$ cat config.mk
export PLATFORM = sky130hd
export DESIGN_NAME = vga_rx_monitor
export DESIGN_NICKNAME = d
export VERILOG_FILES = /design/src/rtl/vga_rx_pkg.sv /design/src/rtl/vga_frame_crc.sv /design/src/rtl/vga_rx_monitor.sv
export SDC_FILE = /design/constraint.sdc
export NUM_CORES = 1
export LEC_CHECK = 0
export BUFFER_PORTS_ARGS = -buffer_cell sky130_fd_sc_hd__buf_4
export CAP_MARGIN = 20
export CORE_ASPECT_RATIO = 0.6
export CORE_MARGIN = 1
export CORE_UTILIZATION = 45
export CTS_BUF_LIST = sky130_fd_sc_hd__clkbuf_4
export DETAILED_ROUTE_END_ITERATION = 7
export PLACE_DENSITY = 0.66
export SYNTH_ARGS = -nofsm -noshare
export SYNTH_HDL_FRONTEND = slang
export SYNTH_SLANG_ARGS = --single-unit
$ cat constraint.sdc
create_clock -name clk_i -period 3.96 [get_ports clk_i]
set_input_delay 0.198 -clock clk_i [delete_from_list [all_inputs] [get_ports clk_i]]
set_output_delay 0.198 -clock clk_i [all_outputs]
set_load 0.005 [all_outputs]
$ cat src/rtl/vga_rx_pkg.sv
// Shared timing defaults, FSM encoding, error bit map and the CRC step used
// by the VGA receive monitor.
package vga_rx_pkg;

  localparam int unsigned H_ACTIVE_D = 640;
  localparam int unsigned H_FP_D     = 16;
  localparam int unsigned H_SYNC_D   = 96;
  localparam int unsigned H_BP_D     = 48;
  localparam int unsigned V_ACTIVE_D = 480;
  localparam int unsigned V_FP_D     = 10;
  localparam int unsigned V_SYNC_D   = 2;
  localparam int unsigned V_BP_D     = 33;

  localparam int unsigned H_TOTAL_D  = H_SYNC_D + H_BP_D + H_ACTIVE_D + H_FP_D;
  localparam int unsigned V_TOTAL_D  = V_SYNC_D + V_BP_D + V_ACTIVE_D + V_FP_D;
  localparam int unsigned H_OFF_D    = H_SYNC_D + H_BP_D;
  localparam int unsigned V_OFF_D    = V_SYNC_D + V_BP_D;

  localparam int unsigned CNT_W      = 10;
  localparam logic [CNT_W-1:0] CNT_MAX = '1;
  localparam int unsigned LIT_W      = 19;

  localparam logic [15:0] CRC_INIT = 16'hFFFF;
  localparam logic [15:0] CRC_POLY = 16'h1021;

  typedef enum logic [1:0] {
    SEARCH = 2'd0,
    ALIGN  = 2'd1,
    LOCKED = 2'd2
  } rx_state_e;

  localparam int unsigned ERR_HS_PER = 0;
  localparam int unsigned ERR_HS_WID = 1;
  localparam int unsigned ERR_VS_PER = 2;

  // CRC-16-CCITT advanced by one 12-bit word, MSB first.
  function automatic logic [15:0] crc16_12(input logic [15:0] crc, input logic [11:0] d);
    logic [15:0] c;
    c = crc;
    for (int i = 11; i >= 0; i--) begin
      if (c[15] ^ d[i]) c = {c[14:0], 1'b0} ^ CRC_POLY;
      else              c = {c[14:0], 1'b0};
    end
    return c;
  endfunction

endpackage

$ cat src/rtl/vga_frame_crc.sv
// Per-frame lit-pixel counter and CRC accumulator; latch publishes the
// running values and restarts accumulation in the same cycle.
module vga_frame_crc
  import vga_rx_pkg::*;
(
  input  logic             i_clk,
  input  logic             i_rst_n,
  input  logic             i_en,
  input  logic             i_init,
  input  logic             i_latch,
  input  logic [11:0]      i_rgb,
  output logic [LIT_W-1:0] o_lit_count,
  output logic [15:0]      o_crc,
  output logic             o_done
);

  logic [LIT_W-1:0] r_lit_acc;
  logic [15:0]      r_crc_acc;
  logic [LIT_W-1:0] r_lit_out;
  logic [15:0]      r_crc_out;
  logic             r_done;

  always_ff @(posedge i_clk or negedge i_rst_n) begin
    if (!i_rst_n) begin
      r_lit_acc <= '0;
      r_crc_acc <= CRC_INIT;
      r_lit_out <= '0;
      r_crc_out <= CRC_INIT;
      r_done    <= 1'b0;
    end else begin
      r_done <= i_latch;
      if (i_latch) begin
        r_lit_out <= r_lit_acc;
        r_crc_out <= r_crc_acc;
      end
      if (i_init || i_latch) begin
        r_lit_acc <= '0;
        r_crc_acc <= CRC_INIT;
      end else if (i_en) begin
        r_lit_acc <= r_lit_acc + {{(LIT_W-1){1'b0}}, |i_rgb};
        r_crc_acc <= crc16_12(r_crc_acc, i_rgb);
      end
    end
  end

  assign o_lit_count = r_lit_out;
  assign o_crc       = r_crc_out;
  assign o_done      = r_done;

endmodule

$ cat src/rtl/vga_rx_monitor.sv
// VGA receive monitor: recovers pixel coordinates from sync edges, checks sync
// timing, and reports per-frame lit count and CRC once locked.
module vga_rx_monitor
  import vga_rx_pkg::*;
#(
  parameter int unsigned H_ACTIVE = H_ACTIVE_D,
  parameter int unsigned H_FP     = H_FP_D,
  parameter int unsigned H_SYNC   = H_SYNC_D,
  parameter int unsigned H_BP     = H_BP_D,
  parameter int unsigned V_ACTIVE = V_ACTIVE_D,
  parameter int unsigned V_FP     = V_FP_D,
  parameter int unsigned V_SYNC   = V_SYNC_D,
  parameter int unsigned V_BP     = V_BP_D
) (
  input  logic             clk_i,
  input  logic             rst_i,
  input  logic             pix_stb_i,
  input  logic             hs_i,
  input  logic             vs_i,
  input  logic [3:0]       r_i,
  input  logic [3:0]       g_i,
  input  logic [3:0]       b_i,
  output logic [9:0]       x_o,
  output logic [8:0]       y_o,
  output logic [11:0]      rgb_o,
  output logic             pix_valid_o,
  output logic             locked_o,
  output logic             frame_done_o,
  output logic [LIT_W-1:0] lit_count_o,
  output logic [15:0]      crc_o,
  output logic [2:0]       err_o
);

  localparam int unsigned H_TOTAL = H_SYNC + H_BP + H_ACTIVE + H_FP;
  localparam int unsigned V_TOTAL = V_SYNC + V_BP + V_ACTIVE + V_FP;

  localparam logic [CNT_W-1:0] H_LAST   = CNT_W'(H_TOTAL - 1);
  localparam logic [CNT_W-1:0] V_LAST   = CNT_W'(V_TOTAL - 1);
  localparam logic [CNT_W-1:0] H_SW     = CNT_W'(H_SYNC);
  localparam logic [CNT_W-1:0] HA_START = CNT_W'(H_SYNC + H_BP);
  localparam logic [CNT_W-1:0] HA_END   = CNT_W'(H_SYNC + H_BP + H_ACTIVE);
  localparam logic [CNT_W-1:0] VA_START = CNT_W'(V_SYNC + V_BP);
  localparam logic [CNT_W-1:0] VA_END   = CNT_W'(V_SYNC + V_BP + V_ACTIVE);
  localparam logic [8:0]       VA_OFF9  = 9'(V_SYNC + V_BP);

  logic [1:0]       r_hs_sync, r_vs_sync;
  logic [11:0]      r_rgb_d1, r_rgb_d2;
  logic             r_hs_prev, r_vs_prev;
  logic [CNT_W-1:0] r_h_cnt, r_v_cnt;
  rx_state_e        r_state, w_state_nxt;
  logic             r_first_hs, r_hs_err_frame;
  logic [2:0]       r_err;
  logic [9:0]       r_x;
  logic [8:0]       r_y;
  logic [11:0]      r_rgb;
  logic             r_pix_valid;

  logic             w_hs, w_vs;
  logic             w_hs_fall, w_hs_rise, w_vs_fall;
  logic [CNT_W-1:0] w_h_inc, w_v_inc, w_h_now, w_v_now;
  logic             w_checking;
  logic [2:0]       w_err_now;
  logic             w_hs_err;
  logic             w_active;
  logic [9:0]       w_x;
  logic [8:0]       w_y;
  logic             w_acc_init, w_acc_latch;

  // RGB rides a 2-flop delay matching the sync synchroniser so that colour
  // and recovered position stay aligned regardless of strobe spacing.
  always_ff @(posedge clk_i or negedge rst_i) begin
    if (!rst_i) begin
      r_hs_sync <= 2'b11;
      r_vs_sync <= 2'b11;
      r_rgb_d1  <= '0;
      r_rgb_d2  <= '0;
    end else begin
      r_hs_sync <= {r_hs_sync[0], hs_i};
      r_vs_sync <= {r_vs_sync[0], vs_i};
      r_rgb_d1  <= {r_i, g_i, b_i};
      r_rgb_d2  <= r_rgb_d1;
    end
  end

  assign w_hs      = r_hs_sync[1];
  assign w_vs      = r_vs_sync[1];
  assign w_hs_fall = pix_stb_i &  r_hs_prev & ~w_hs;
  assign w_hs_rise = pix_stb_i & ~r_hs_prev &  w_hs;
  assign w_vs_fall = pix_stb_i &  r_vs_prev & ~w_vs;

  // w_h_now / w_v_now are the coordinates of the current strobe.
  assign w_h_inc = (r_h_cnt == CNT_MAX) ? r_h_cnt : r_h_cnt + 1'b1;
  assign w_v_inc = (r_v_cnt == CNT_MAX) ? r_v_cnt : r_v_cnt + 1'b1;
  assign w_h_now = w_hs_fall ? '0 : w_h_inc;
  assign w_v_now = w_vs_fall ? '0 : (w_hs_fall ? w_v_inc : r_v_cnt);

  always_ff @(posedge clk_i or negedge rst_i) begin
    if (!rst_i) begin
      r_hs_prev <= 1'b1;
      r_vs_prev <= 1'b1;
      r_h_cnt   <= '0;
      r_v_cnt   <= '0;
    end else if (pix_stb_i) begin
      r_hs_prev <= w_hs;
      r_vs_prev <= w_vs;
      r_h_cnt   <= w_h_now;
      r_v_cnt   <= w_v_now;
    end
  end

  assign w_checking             = (r_state != SEARCH);
  assign w_err_now[ERR_HS_PER]  = w_checking & w_hs_fall & ~r_first_hs & (r_h_cnt != H_LAST);
  assign w_err_now[ERR_HS_WID]  = w_checking & w_hs_rise & (w_h_now != H_SW);
  assign w_err_now[ERR_VS_PER]  = w_checking & w_vs_fall & (r_v_cnt != V_LAST);
  assign w_hs_err               = w_err_now[ERR_HS_PER] | w_err_now[ERR_HS_WID];

  always_comb begin
    w_state_nxt = r_state;
    w_acc_init  = 1'b0;
    w_acc_latch = 1'b0;
    case (r_state)
      SEARCH: if (w_vs_fall) w_state_nxt = ALIGN;
      ALIGN: begin
        if (w_vs_fall && !w_err_now[ERR_VS_PER] && !r_hs_err_frame && !w_hs_err) begin
          w_state_nxt = LOCKED;
          w_acc_init  = 1'b1;
        end
      end
      LOCKED: begin
        if (|w_err_now)     w_state_nxt = SEARCH;
        else if (w_vs_fall) w_acc_latch = 1'b1;
      end
      default: w_state_nxt = SEARCH;
    endcase
  end

  always_ff @(posedge clk_i or negedge rst_i) begin
    if (!rst_i) begin
      r_state        <= SEARCH;
      r_first_hs     <= 1'b1;
      r_hs_err_frame <= 1'b0;
      r_err          <= '0;
    end else begin
      r_state <= w_state_nxt;
      r_err   <= r_err | w_err_now;
      if (r_state == SEARCH) r_first_hs <= 1'b1;
      else if (w_hs_fall)    r_first_hs <= 1'b0;
      if (r_state != ALIGN || w_vs_fall) r_hs_err_frame <= 1'b0;
      else if (w_hs_err)                 r_hs_err_frame <= 1'b1;
    end
  end

  assign w_active = (r_state == LOCKED) & pix_stb_i &
                    (w_h_now >= HA_START) & (w_h_now < HA_END) &
                    (w_v_now >= VA_START) & (w_v_now < VA_END);
  assign w_x      = w_h_now - HA_START;
  assign w_y      = w_v_now[8:0] - VA_OFF9;

  always_ff @(posedge clk_i or negedge rst_i) begin
    if (!rst_i) begin
      r_pix_valid <= 1'b0;
      r_x         <= '0;
      r_y         <= '0;
      r_rgb       <= '0;
    end else begin
      r_pix_valid <= w_active;
      if (w_active) begin
        r_x   <= w_x;
        r_y   <= w_y;
        r_rgb <= r_rgb_d2;
      end
    end
  end

  vga_frame_crc u_frame_crc (
    .i_clk       (clk_i),
    .i_rst_n     (rst_i),
    .i_en        (w_active),
    .i_init      (w_acc_init),
    .i_latch     (w_acc_latch),
    .i_rgb       (r_rgb_d2),
    .o_lit_count (lit_count_o),
    .o_crc       (crc_o),
    .o_done      (frame_done_o)
  );

  assign x_o         = r_x;
  assign y_o         = r_y;
  assign rgb_o       = r_rgb;
  assign pix_valid_o = r_pix_valid;
  assign locked_o    = (r_state == LOCKED);
  assign err_o       = r_err;

endmodule

==> reports/results.txt, run 1 <==
I/O Pins: 89
largest net degree at the start of global routing: 91
synth unique cells: 62
Critical Path Max Stage Delay: 0.81 ns
Syn Nets: 706
Initial Util: 46.3%
layout cells sized above 1: 32.4%
final worst-path setup slack: 0.262 ns
global route overflow: 0
Critical Setup Path Class: flop to flop
Yosys reg bits: 160
Layout Cells excl Fill: 1024
Root Buffer: clkbuf_4
Hold WS: 0.0528 ns
Syn Std Cell Area: 0.00758 mm2
Post-synth EDFFs: 0
ANT cells: 0
Die W: 170 um
syn avg cell area: 11.1 um2
Worst Setup Start Kind: flop
initial antenna violation count: 0
CTS Sinks: 160
routed via count: 5572
CTS tree: built
IO buf count: 88
YS warnings: 0
Achievable Freq: 0.270 GHz
CP bufs+invs: 1
nets: 809
Synth top area share: 40.0%
Max-Cap Viols: 0
RSZ-0062 raised after global routing: no
Setup TNS Final: 0 ns
Area contributors post-synth: dfrtp_1 (40%), dfstp_2 (14%), mux2_2 (8.0%)
Post-Synthesis Cells: 680
first-pass GRT wire length: 27100 um
dpl cells: 974
slowest CP cell: nor2_2
design area: 0.00893 mm2
CP endpoint kind: flop
Pleak: 3.99 nW
Final min period: 3.70 ns
H-tree Lvls: 4
outcome: finished clean
P&R area growth vs syn: 17.9%
Tcrit/Tclk final: 93.4%
placed cell area: 0.00844 mm2
prevailing post-synth register cell: dfrtp_1
Routability Congestion: 0.888
CP Data Arrival Time: 4.15 ns
post-route ant nets: 0
# rows: 36
Post-synth top cells: dfrtp_1 (121), mux2_2 (54), nor2_1 (51)
core footprint: 0.0164 mm2
slew margin rel.: 31.3%
critical path's most frequent cell: ha_1
worst clock skew: 0.0379 ns
Crit Path Max Fanout: 18
worst skew pair latency: 0.54 ns
cell family contributing the most delay on the critical path: simple AND/OR/NAND/NOR gates
DRT Pass-1 Iters: 5
data required time of the critical path: 4.41 ns
Seq/Total Area, Yosys: 53.5%
Final Setup Violations: 0
final WL: 17100 um
GRT Util Overall: 20.0%
Post-synth ARST share: 100%
Hold Path Class: input port to flop
vias in the first global route: 5178
clk slew on worst S/H paths: 0.14 ns
die height: 103 um
final-report max-slew violation count: 0
dpl hpwl: 11900 um
Routed wire per std cell: 16.7 um
most frequent cell after synthesis: dfrtp_1
Die Area: 0.0174 mm2
Num CTS Buffers: 17
# DRC: 0
initial DRC count: 402
Hold Vio Cnt, Final: 0
critical path cell sequence: ha_1 -> and4_1 -> a311oi_1 -> xnor2_1 -> or2_2 -> inv_1 -> ha_1 -> and3_1 -> and4bb_1 -> o31ai_4 -> nor2_2 -> mux2_2
pre-CTS setup slack: 0.00758 ns
worst-case clock buffer depth: 2
PD cells: 496 mW/mm2
DR vias/cell: 5.44
worst slew pin tran: 1.03 ns
post-synth top area cell: dfrtp_1
VDD IR max: 0.000300 V
-- layer usage --
layer  GRT usage, %  part of all wire, %  wire, um
met5              0                    0         0
met3           3.84                  4.5       778
met2           30.3                   44      7470
met1           30.0                   51      8780
met4           4.02                 0.51        87
-- worst paths after layout --
| check | from | to | slack [ns] | depth (start not counted) |
|---|---|---|---|---|
| worst min register to register | r_vs_sync[0] | r_vs_sync[1] | 0.37 | 0 |
| worst min-delay path | pix_stb_i | r_h_cnt[6] | 0.05 | 2 |
| worst max-delay path | r_h_cnt[1] | u_frame_crc.o_crc[3] | 0.26 | 12 |
| min in group asynchronous | rst_i | y_o[3] | 0.25 | 2 |
| worst max register to register | r_h_cnt[1] | u_frame_crc.o_crc[3] | 0.26 | 12 |
| max in group asynchronous | rst_i | u_frame_crc.o_crc[8] | 2.56 | 3 |
-- cell families after synthesis --
family | share of synthesized area, %
DFF | 53.5
adders and majority gates | 1.49
and+or+nand+nor | 15.3
buffers and inverters | 3.85
xor gates and xnor gates | 6.01
AOI/OAI and AO/OA | 10.9
muxes | 8.98
-- area by class of cell --
| type | count | area, um2 |
|---|---|---|
| multi-input combinational | 472 | 3280 |
| clock inverter | 14 | 173 |
| clock buffer | 18 | 135 |
| tap | 228 | 285 |
| sequential | 160 | 4050 |
| fill | 1436 | 7420 |
| inverter | 12 | 45.0 |
| timing repair buffer | 120 | 967 |
-- through the flow --
step	utilization, %	total power, mW
after floorplan	-	3.05
after global placement	51.6	3.36
after detailed placement	51.6	3.39
final	54.6	4.43
after CTS	54.4	4.47
after global routing	54.6	4.71
-- flip-flops by register name, indices dropped and copies added (netlist names) --
register / cells
r_state: 2
u_frame_crc.o_crc: 16
r_h_cnt: 10
u_frame_crc.o_lit_count: 19
rgb_o: 12
y_o: 9
pix_valid_o: 1
r_vs_prev: 1
r_first_hs: 1
r_hs_err_frame: 1
u_frame_crc.r_lit_acc: 19
u_frame_crc.o_done: 1
r_hs_prev: 1
r_vs_sync: 2
r_v_cnt: 10
r_rgb_d1: 12
r_hs_sync: 2
x_o: 10
r_rgb_d2: 12
err_o: 3
u_frame_crc.r_crc_acc: 16
-- cells in the final DEF (no fill, tap or decap), drive strengths merged, types with 6 or more instances in the layout --
cell type    synthesis  layout
dlygate4sd3          0      15
o31ai                7       7
nand2               41      41
clkbuf               9      18
o21ai               44      44
or3                 21      21
nand4                6       6
nor2                52      53
dfrtp              121     121
buf                 29     105
and4                 6       6
a31oi                7       7
nand3               22      22
xor2                12      12
inv                 12      18
a21oi               45      45
dfstp               39      39
mux2                56      56
and3                16      16
a311oi               6       6
nor3                18      18
xnor2               40      40
ha                   9       9
-- power by group --
part           leakage, nW  internal (mW)  switching [mW]  total, mW
registers             2.02           1.90           0.203       2.11
logic                 1.80          0.620           0.670       1.29
clock network        0.159          0.404           0.634       1.04
-- repair_timing --
action                                  4_1_cts  5_1_grt
setup buffers                                 0        1
gates resized for setup                       1        1
pin swaps                                     0        3
cloned                                        0        2
endpoints found under the setup margin        5       45
hold endpoints to repair                     86        0
hold buffers                                 15        0
Power figures use the tool's default switching activity.
==> inputs of run 2 (changes only) <==
- ABC_AREA: not set -> 1
==> run 2 against run 1 <==
  * Total power shrank 5.2%
  * Routed wire length fell by 0.49%
  * Register-to-register slack improved by 0.07 ns
  * Clock power fell by 5%
  * Largest cell class unchanged
  * Maximum frequency is 2.0% higher
  * Final cell count rose by 19%
  * Die area down 0.11%
  * Critical path depth up 8
  * Sequential power barely moved
==> reports/results.txt, run 2 <==
P&R area growth vs syn: 17.8%
Setup TNS Final: 0 ns (unchanged)
Area contributors post-synth: dfrtp_1 (40%), nand2_1 (15%), dfstp_2 (14%)
slew margin rel.: 31.9% (+0.54 points)
data required time of the critical path: 4.44 ns (+0.03 ns)
Int Pwr: 2.70 mW (-7.9%)
worst slew pin tran: 1.02 ns (-0.00703 ns)
Final min period: 3.63 ns (-0.0729 ns)
worst-case clock buffer depth: 2 (unchanged)
# rows: 36 (unchanged)
YS warnings: 0 (unchanged)
CTS tree: built
RSZ-0062 raised after global routing: no
global route overflow: 0 (unchanged)
Post-synth EDFFs: 0 (unchanged)
Seq/Total Area, Yosys: 53.5% (+0.062 points)
Die Area: 0.0174 mm2 (-0.11%)
Hold EP: r_rgb_d1[1]
Clk pwr share: 23.5% (about the same)
Psw: 1.51 mW (about the same)
Syn Nets: 902 (+28%)
slowest CP cell: dfrtp_1
worst skew pair latency: 0.56 ns (+0.02 ns)
final-report max-slew violation count: 0 (unchanged)
# DRC: 0 (unchanged)
post-synth top area cell: dfrtp_1
most frequent cell after synthesis: nand2_1
DRT Pass-1 Iters: 5 (unchanged)
Die W: 169 um (about the same)
critical path's most frequent cell: nand2_1
Synth top area share: 40.0% (+0.046 points)
critical path cell sequence: ha_1 -> inv_1 -> nor2_1 -> nand3_1 -> nand2_2 -> inv_2 -> o21ai_0 -> a21oi_1 -> ha_1 -> inv_1 -> nand2_1 -> nor2_1 -> nand3_1 -> nand2_1 -> inv_2 -> nor2_8 -> buf_12 -> nand2_1 -> o21ai_1 -> nand2_1
Logic pwr share: 26.9% (-2.2 points)
final WL: 17000 um (-0.49%)
hold path start: b_i[1]
Hold Vio Cnt, Final: 0 (unchanged)
syn avg cell area: 8.64 um2 (-22%)
share of power burned in registers: 49.6% (+2.1 points)
Crit Path Max Fanout: 33 (+15)
routed via count: 5985 (+7.4%)
I/O Pins: 89 (unchanged)
H-tree Lvls: 4 (unchanged)
Critical Path Max Stage Delay: 0.53 ns (-0.28 ns)
Worst Setup Start Kind: flop
most common cell after layout, fill and taps aside: nand2_1
initial antenna violation count: 0 (unchanged)
R2R Setup Slk: 0.33 ns (+0.07 ns)
CP Data Arrival Time: 4.10 ns (-0.05 ns)
Top Metal Used: met4
Worst Reg-to-Reg Cells: 20 (+8)
ANT cells: 0 (unchanged)
VDD IR max: 0.000212 V (-29%)
PostCTS Resize Cnt: 0 (-1)
Post-synth ARST share: 100% (unchanged)
Final Setup Violations: 0 (unchanged)
R2R Path End: u_frame_crc.r_crc_acc[0]
Routability Congestion: 0.900 (+1.4%)
hold path depth: 2 (unchanged)
outcome: finished clean
vias in the first global route: 5434 (+4.9%)
Post-Synthesis Cells: 876 (+29%)
worst clock skew: 0.0379 ns (-0.00000130 ns)
Num CTS Buffers: 17 (unchanged)
Root Buffer: clkbuf_4
IO buf count: 88 (unchanged)
most frequent cells in the layout: nand2_1 (304), dfrtp_1 (121), buf_4 (93)
post-route ant nets: 0 (unchanged)
design area: 0.00891 mm2 (-0.24%)
DR vias/cell: 4.91 (-9.8%)
nets: 1005 (+24%)
CTS Sinks: 160 (unchanged)
Routed wire per std cell: 14.0 um (-16%)
initial DRC count: 433 (+7.7%)
Max-Cap Viols: 0 (unchanged)
prevailing post-synth register cell: dfrtp_1
Tcrit/Tclk final: 91.6% (-1.8 points)
dpl hpwl: 11900 um (+0.53%)
Initial Util: 46.3% (-0.054 points)
placed cell area: 0.00846 mm2 (+0.24%)
Net Sw Frac: 35.9% (+1.9 points)
die height: 102 um (about the same)
GRT Util Overall: 20.9% (+0.93 points)
Yosys reg bits: 160 (unchanged)
clk slew on worst S/H paths: 0.16 ns (+0.02 ns)
layout cells sized above 1: 19.9% (-13 points)
Achievable Freq: 0.276 GHz (+2.0%)
first-pass GRT wire length: 28100 um (+3.6%)
core footprint: 0.0164 mm2 (unchanged)
Met3 Wirelength: 765 um (-1.7%)
Syn Std Cell Area: 0.00757 mm2 (-0.12%)
Routed met1 length: 9290 um (+5.8%)
PD cells: 472 mW/mm2 (-4.9%)
Post-synth top cells: nand2_1 (304), dfrtp_1 (121), inv_1 (73)
Critical Setup Path Class: flop to flop
Hold Path Class: input port to flop
met2 WL: 6860 um (-8.2%)
CP endpoint kind: flop
synth unique cells: 43 (-31%)
worst r2r src: r_v_cnt[0]
largest net degree at the start of global routing: 109 (+20%)
Pleak: 4.52 nW (+13%)
## run 2: changes by cell type in the layout (fill, tap and decap cells not counted), moves of 18 or more
cell	delta
a21oi_1	-24
inv_1	+61
mux2_2	-54
nand2_1	+263
nand3_1	+35
o21ai_1	+22
or3_1	-21
xnor2_1	-18
xor2_1	+19
## run 2: layout make-up
type / instances / area (um2)
clock buffer: 17 / 128
clock inverter: 15 / 166
fill: 1524 / 7440
inverter: 81 / 304
multi-input combinational: 606 / 3050
sequential: 160 / 4050
tap: 228 / 285
timing repair buffer: 113 / 930
## run 2: kinds of logic after synthesis
family | count (synthesis) | synth area share [%]
flops | 160 | 53.5
buf+inv | 110 | 6.30
xor+xnor | 53 | 6.13
simple gates | 457 | 26.2
compound gates | 87 | 6.33
fa+ha+maj | 9 | 1.49
## run 2: metal layers
metal / up-vias / global-route usage [%]
met1: 2811 / 33.1
met4: 0 / 4.92
li1: 3005 / -
met3: 13 / 4.07
met5: - / 0
met2: 156 / 29.0
## run 2: power groups by stage
| stage | Clock [mW] | Sequential (mW) | Combinational [mW] |
|---|---|---|---|
| final | 0.987 | 2.09 | 1.13 |
| after global placement | 0 | 2.12 | 1.12 |
| after detailed placement | 0 | 2.12 | 1.12 |
| after global routing | 1.09 | 2.12 | 1.28 |
| after CTS | 1.01 | 2.09 | 1.14 |
| after floorplan | 0 | 2.07 | 0.797 |
## run 2: worst max-delay path by stage
stage                           from                         to  slack, ns  depth (start not counted)
after floorplan           r_h_cnt[0]  u_frame_crc.r_lit_acc[11]       1.28                         20
after global placement    r_v_cnt[0]   u_frame_crc.r_crc_acc[0]       0.62                         20
after detailed placement  r_v_cnt[0]  u_frame_crc.r_crc_acc[15]       0.45                         20
after CTS                 r_v_cnt[0]   u_frame_crc.r_crc_acc[0]       0.41                         20
after global routing      r_v_cnt[0]   u_frame_crc.r_crc_acc[0]       0.02                         20
final                     r_v_cnt[0]   u_frame_crc.r_crc_acc[0]       0.33                         20
## run 2: what timing repair did
action / 4_1_cts / 5_1_grt
endpoints found under the setup margin: 0 / 0
hold buffers: 16 / 0
setup buffers: 0 / 0
endpoints found under the hold margin: 90 / 0
## run 2: worst max-delay path: cells and delay by family (launching register included)
| kind | cells | cell delay, ns |
|---|---|---|
| AO/OA/AOI/OAI | 3 | 0.41 |
| AND/OR/NAND/NOR | 10 | 1.58 |
| adder cells (fa/ha/maj) | 2 | 0.48 |
| buffers and inverters | 5 | 0.52 |
| flip-flops | 1 | 0.53 |
## run 2: per-stage QoR
stage	hold slack [ns]	instances	util, %	power [mW]	setup WS [ns]
after floorplan	-0.0976	876	-	2.86	1.28
after global routing	0.222	1220	54.5	4.49	0.0156
after CTS	0.231	1220	54.5	4.24	0.415
after global placement	0.307	1172	51.7	3.23	0.623
final	0.273	1220	54.5	4.21	0.334
after detailed placement	0.308	1172	51.7	3.24	0.454
==> inputs of run 3 (changes only) <==
- CORE_UTILIZATION: 45 -> 60
- PLACE_DENSITY: 0.66 -> 0.84
==> run 3 against run 2 <==
  * Utilization grew 18 points
  * Clock power shrank 1%
  * Count of clock-buffer cells in the layout is the same
  * Worst hold slack lost 0.044 ns
  * Non-clock buffer count is the same
  * Sequential power is essentially flat
  * Critical path type unchanged
  * Die area shrank 25%
  * Total power grew 0.28%
  * Routed wire length grew 1.0%
  * Sequential share of layout area grew 0.61 points
  * Design area shrank 1.3%
  * Flip-flop and latch count is the same
==> reports/results.txt, run 3 (synthesis results as in run 2) <==
outcome: finished clean
I/O Pins: 89 (unchanged)
final WL: 17200 um (+1.0%)
CP endpoint kind: flop
data required time of the critical path: 4.48 ns (+0.04 ns)
routed via count: 6168 (+3.1%)
footprint of the multi-input gates: 0.00304 mm2 (-0.29%)
vias in the first global route: 5674 (+4.4%)
critical path cell sequence: ha_1 -> inv_1 -> nor2_1 -> nand3_1 -> nand2_2 -> inv_2 -> o21ai_0 -> a21oi_1 -> ha_1 -> inv_1 -> nand2_1 -> nor2_1 -> nand3_1 -> nand2_1 -> inv_2 -> nor2_8 -> buf_4 -> nand2_1 -> nand2_1
Total Power: 4.22 mW (+0.28%)
VDD IR max: 0.000253 V (+19%)
Die W: 147 um (-13%)
worst slew pin tran: 1.11 ns (+0.0886 ns)
worst skew pair latency: 0.58 ns (+0.02 ns)
slowest CP cell: dfrtp_1
CP bufs+invs: 5 (unchanged)
Die Area: 0.0131 mm2 (-25%)
Routability Congestion: 0.933 (+3.6%)
Critical Setup Path Class: flop to flop
Hold Vio Cnt, Final: 0 (unchanged)
IO buf count: 88 (unchanged)
register area: 0.00405 mm2 (unchanged)
DRT Pass-1 Iters: 5 (unchanged)
Final min period: 3.61 ns (-0.0190 ns)
Initial Util: 62.1% (+16 points)
post-route ant nets: 0 (unchanged)
PD cells: 479 mW/mm2 (+1.6%)
clk slew on worst S/H paths: 0.15 ns (about the same)
fin util: 72.2% (+18 points)
Setup TNS Final: 0 ns (unchanged)
initial DRC count: 446 (+3.0%)
CP Data Arrival Time: 4.12 ns (+0.02 ns)
CTS tree: built
Max-Cap Viols: 0 (unchanged)
R2R Setup Slk: 0.35 ns (+0.02 ns)
Hold Path Class: input port to async pin
most frequent cells in the layout: nand2_1 (304), dfrtp_1 (121), buf_4 (95)
Critical Path Max Stage Delay: 0.53 ns (about the same)
Final Setup Violations: 0 (unchanged)
Num CTS Buffers: 17 (unchanged)
most common cell after layout, fill and taps aside: nand2_1
worst-case clock buffer depth: 2 (unchanged)
Achievable Freq: 0.277 GHz (+0.53%)
die height: 89.0 um (-13%)
DR vias/cell: 5.33 (+8.7%)
critical path's most frequent cell: nand2_1
final-report max-slew violation count: 0 (unchanged)
layout cells sized above 1: 19.9% (unchanged)
# DRC: 0 (unchanged)
RSZ-0062 raised after global routing: no
dpl hpwl: 12000 um (+0.59%)
GRT Util Overall: 27.9% (+7.0 points)
Pleak: 4.52 nW (about the same)
Routed wire per std cell: 14.9 um (+6.5%)
ANT cells: 0 (unchanged)
slew margin rel.: 25.0% (-6.8 points)
# rows: 31 (-14%)
Worst Setup Start Kind: flop
Layout fillers: 966 (-37%)
worst clock skew: 0.0287 ns (-0.00913 ns)
PostCTS Resize Cnt: 0 (unchanged)
P&R area growth vs syn: 16.2%
Root Buffer: clkbuf_4
cell family contributing the most delay on the critical path: simple AND/OR/NAND/NOR gates
largest net degree at the start of global routing: 99 (-9.2%)
H-tree Lvls: 4 (unchanged)
nets: 1005 (unchanged)
initial antenna violation count: 0 (unchanged)
first-pass GRT wire length: 28100 um (about the same)
core footprint: 0.0122 mm2 (-26%)
Post-CTS Setup Bufs: 0 (unchanged)
Crit Path Max Fanout: 27 (-18%)
Tcrit/Tclk final: 91.1% (-0.48 points)
CTS Sinks: 160 (unchanged)
global route overflow: 0 (unchanged)
## run 3: cell count changes in the layout (fill, tap and decap cells not counted), sizes merged
| cell | delta |
|---|---|
| inv | +2 |
| clkinv | -1 |
| clkinvlp | -1 |
## run 3: per-layer routing
| layer | part of all wire (%) | GRT usage [%] | vias up |
|---|---|---|---|
| met5 | 0 | 0 | - |
| met4 | 0.81 | 7.87 | 0 |
| met3 | 6.6 | 6.02 | 15 |
| met2 | 44 | 43.0 | 216 |
| met1 | 48 | 40.5 | 2931 |
| li1 | - | - | 3006 |
## run 3: area by class of cell
class | instances | area share (%)
timing repair buffer | 113 | 10.3
multi-input combinational | 606 | 34.6
clock buffer | 17 | 1.45
sequential | 160 | 46.1
clock inverter | 15 | 1.82
inverter | 81 | 3.46
tap | 165 | 2.35
## run 3: what timing repair did
item	CTS	global route
hold endpoints to repair	77	0
hold buffers	16	0
endpoints found under the setup margin	0	0
## run 3: worst reg2reg max path: cells and delay by family (launching register included)
kind | cells | cell delay (ns)
and+or+nand+nor | 10 | 1.67
DFF | 1 | 0.53
AOI/OAI and AO/OA | 2 | 0.33
adders and majority gates | 2 | 0.48
buffers and inverters | 5 | 0.58
## run 3: final timing paths
kind | depth (start not counted) | end | start
worst max-delay path | 19 | rgb_o[1] | r_v_cnt[0]
worst min register to register | 0 | r_hs_sync[1] | r_hs_sync[0]
worst min-delay path | 2 | r_h_cnt[4] | rst_i
min in group clk_i | 2 | r_rgb_d1[1] | b_i[1]
worst max register to register | 19 | rgb_o[1] | r_v_cnt[0]
max in group asynchronous | 3 | u_frame_crc.r_crc_acc[4] | rst_i
## run 3: power by group
group	internal [mW]	switching (mW)
Combinational	0.487	0.657
Sequential	1.91	0.183
Clock	0.293	0.683
Total	2.69	1.52
## run 3: per-stage QoR
step	hold WS (ns)	instances	area (um2)	setup slack, ns
after floorplan	-0.0976	876	7570	1.28
after global placement	0.308	1109	8350	0.667
after detailed placement	0.308	1109	8350	0.532
after CTS	0.220	1157	8790	0.473
after global routing	0.207	1157	8790	0.0662
final	0.229	1157	8790	0.353
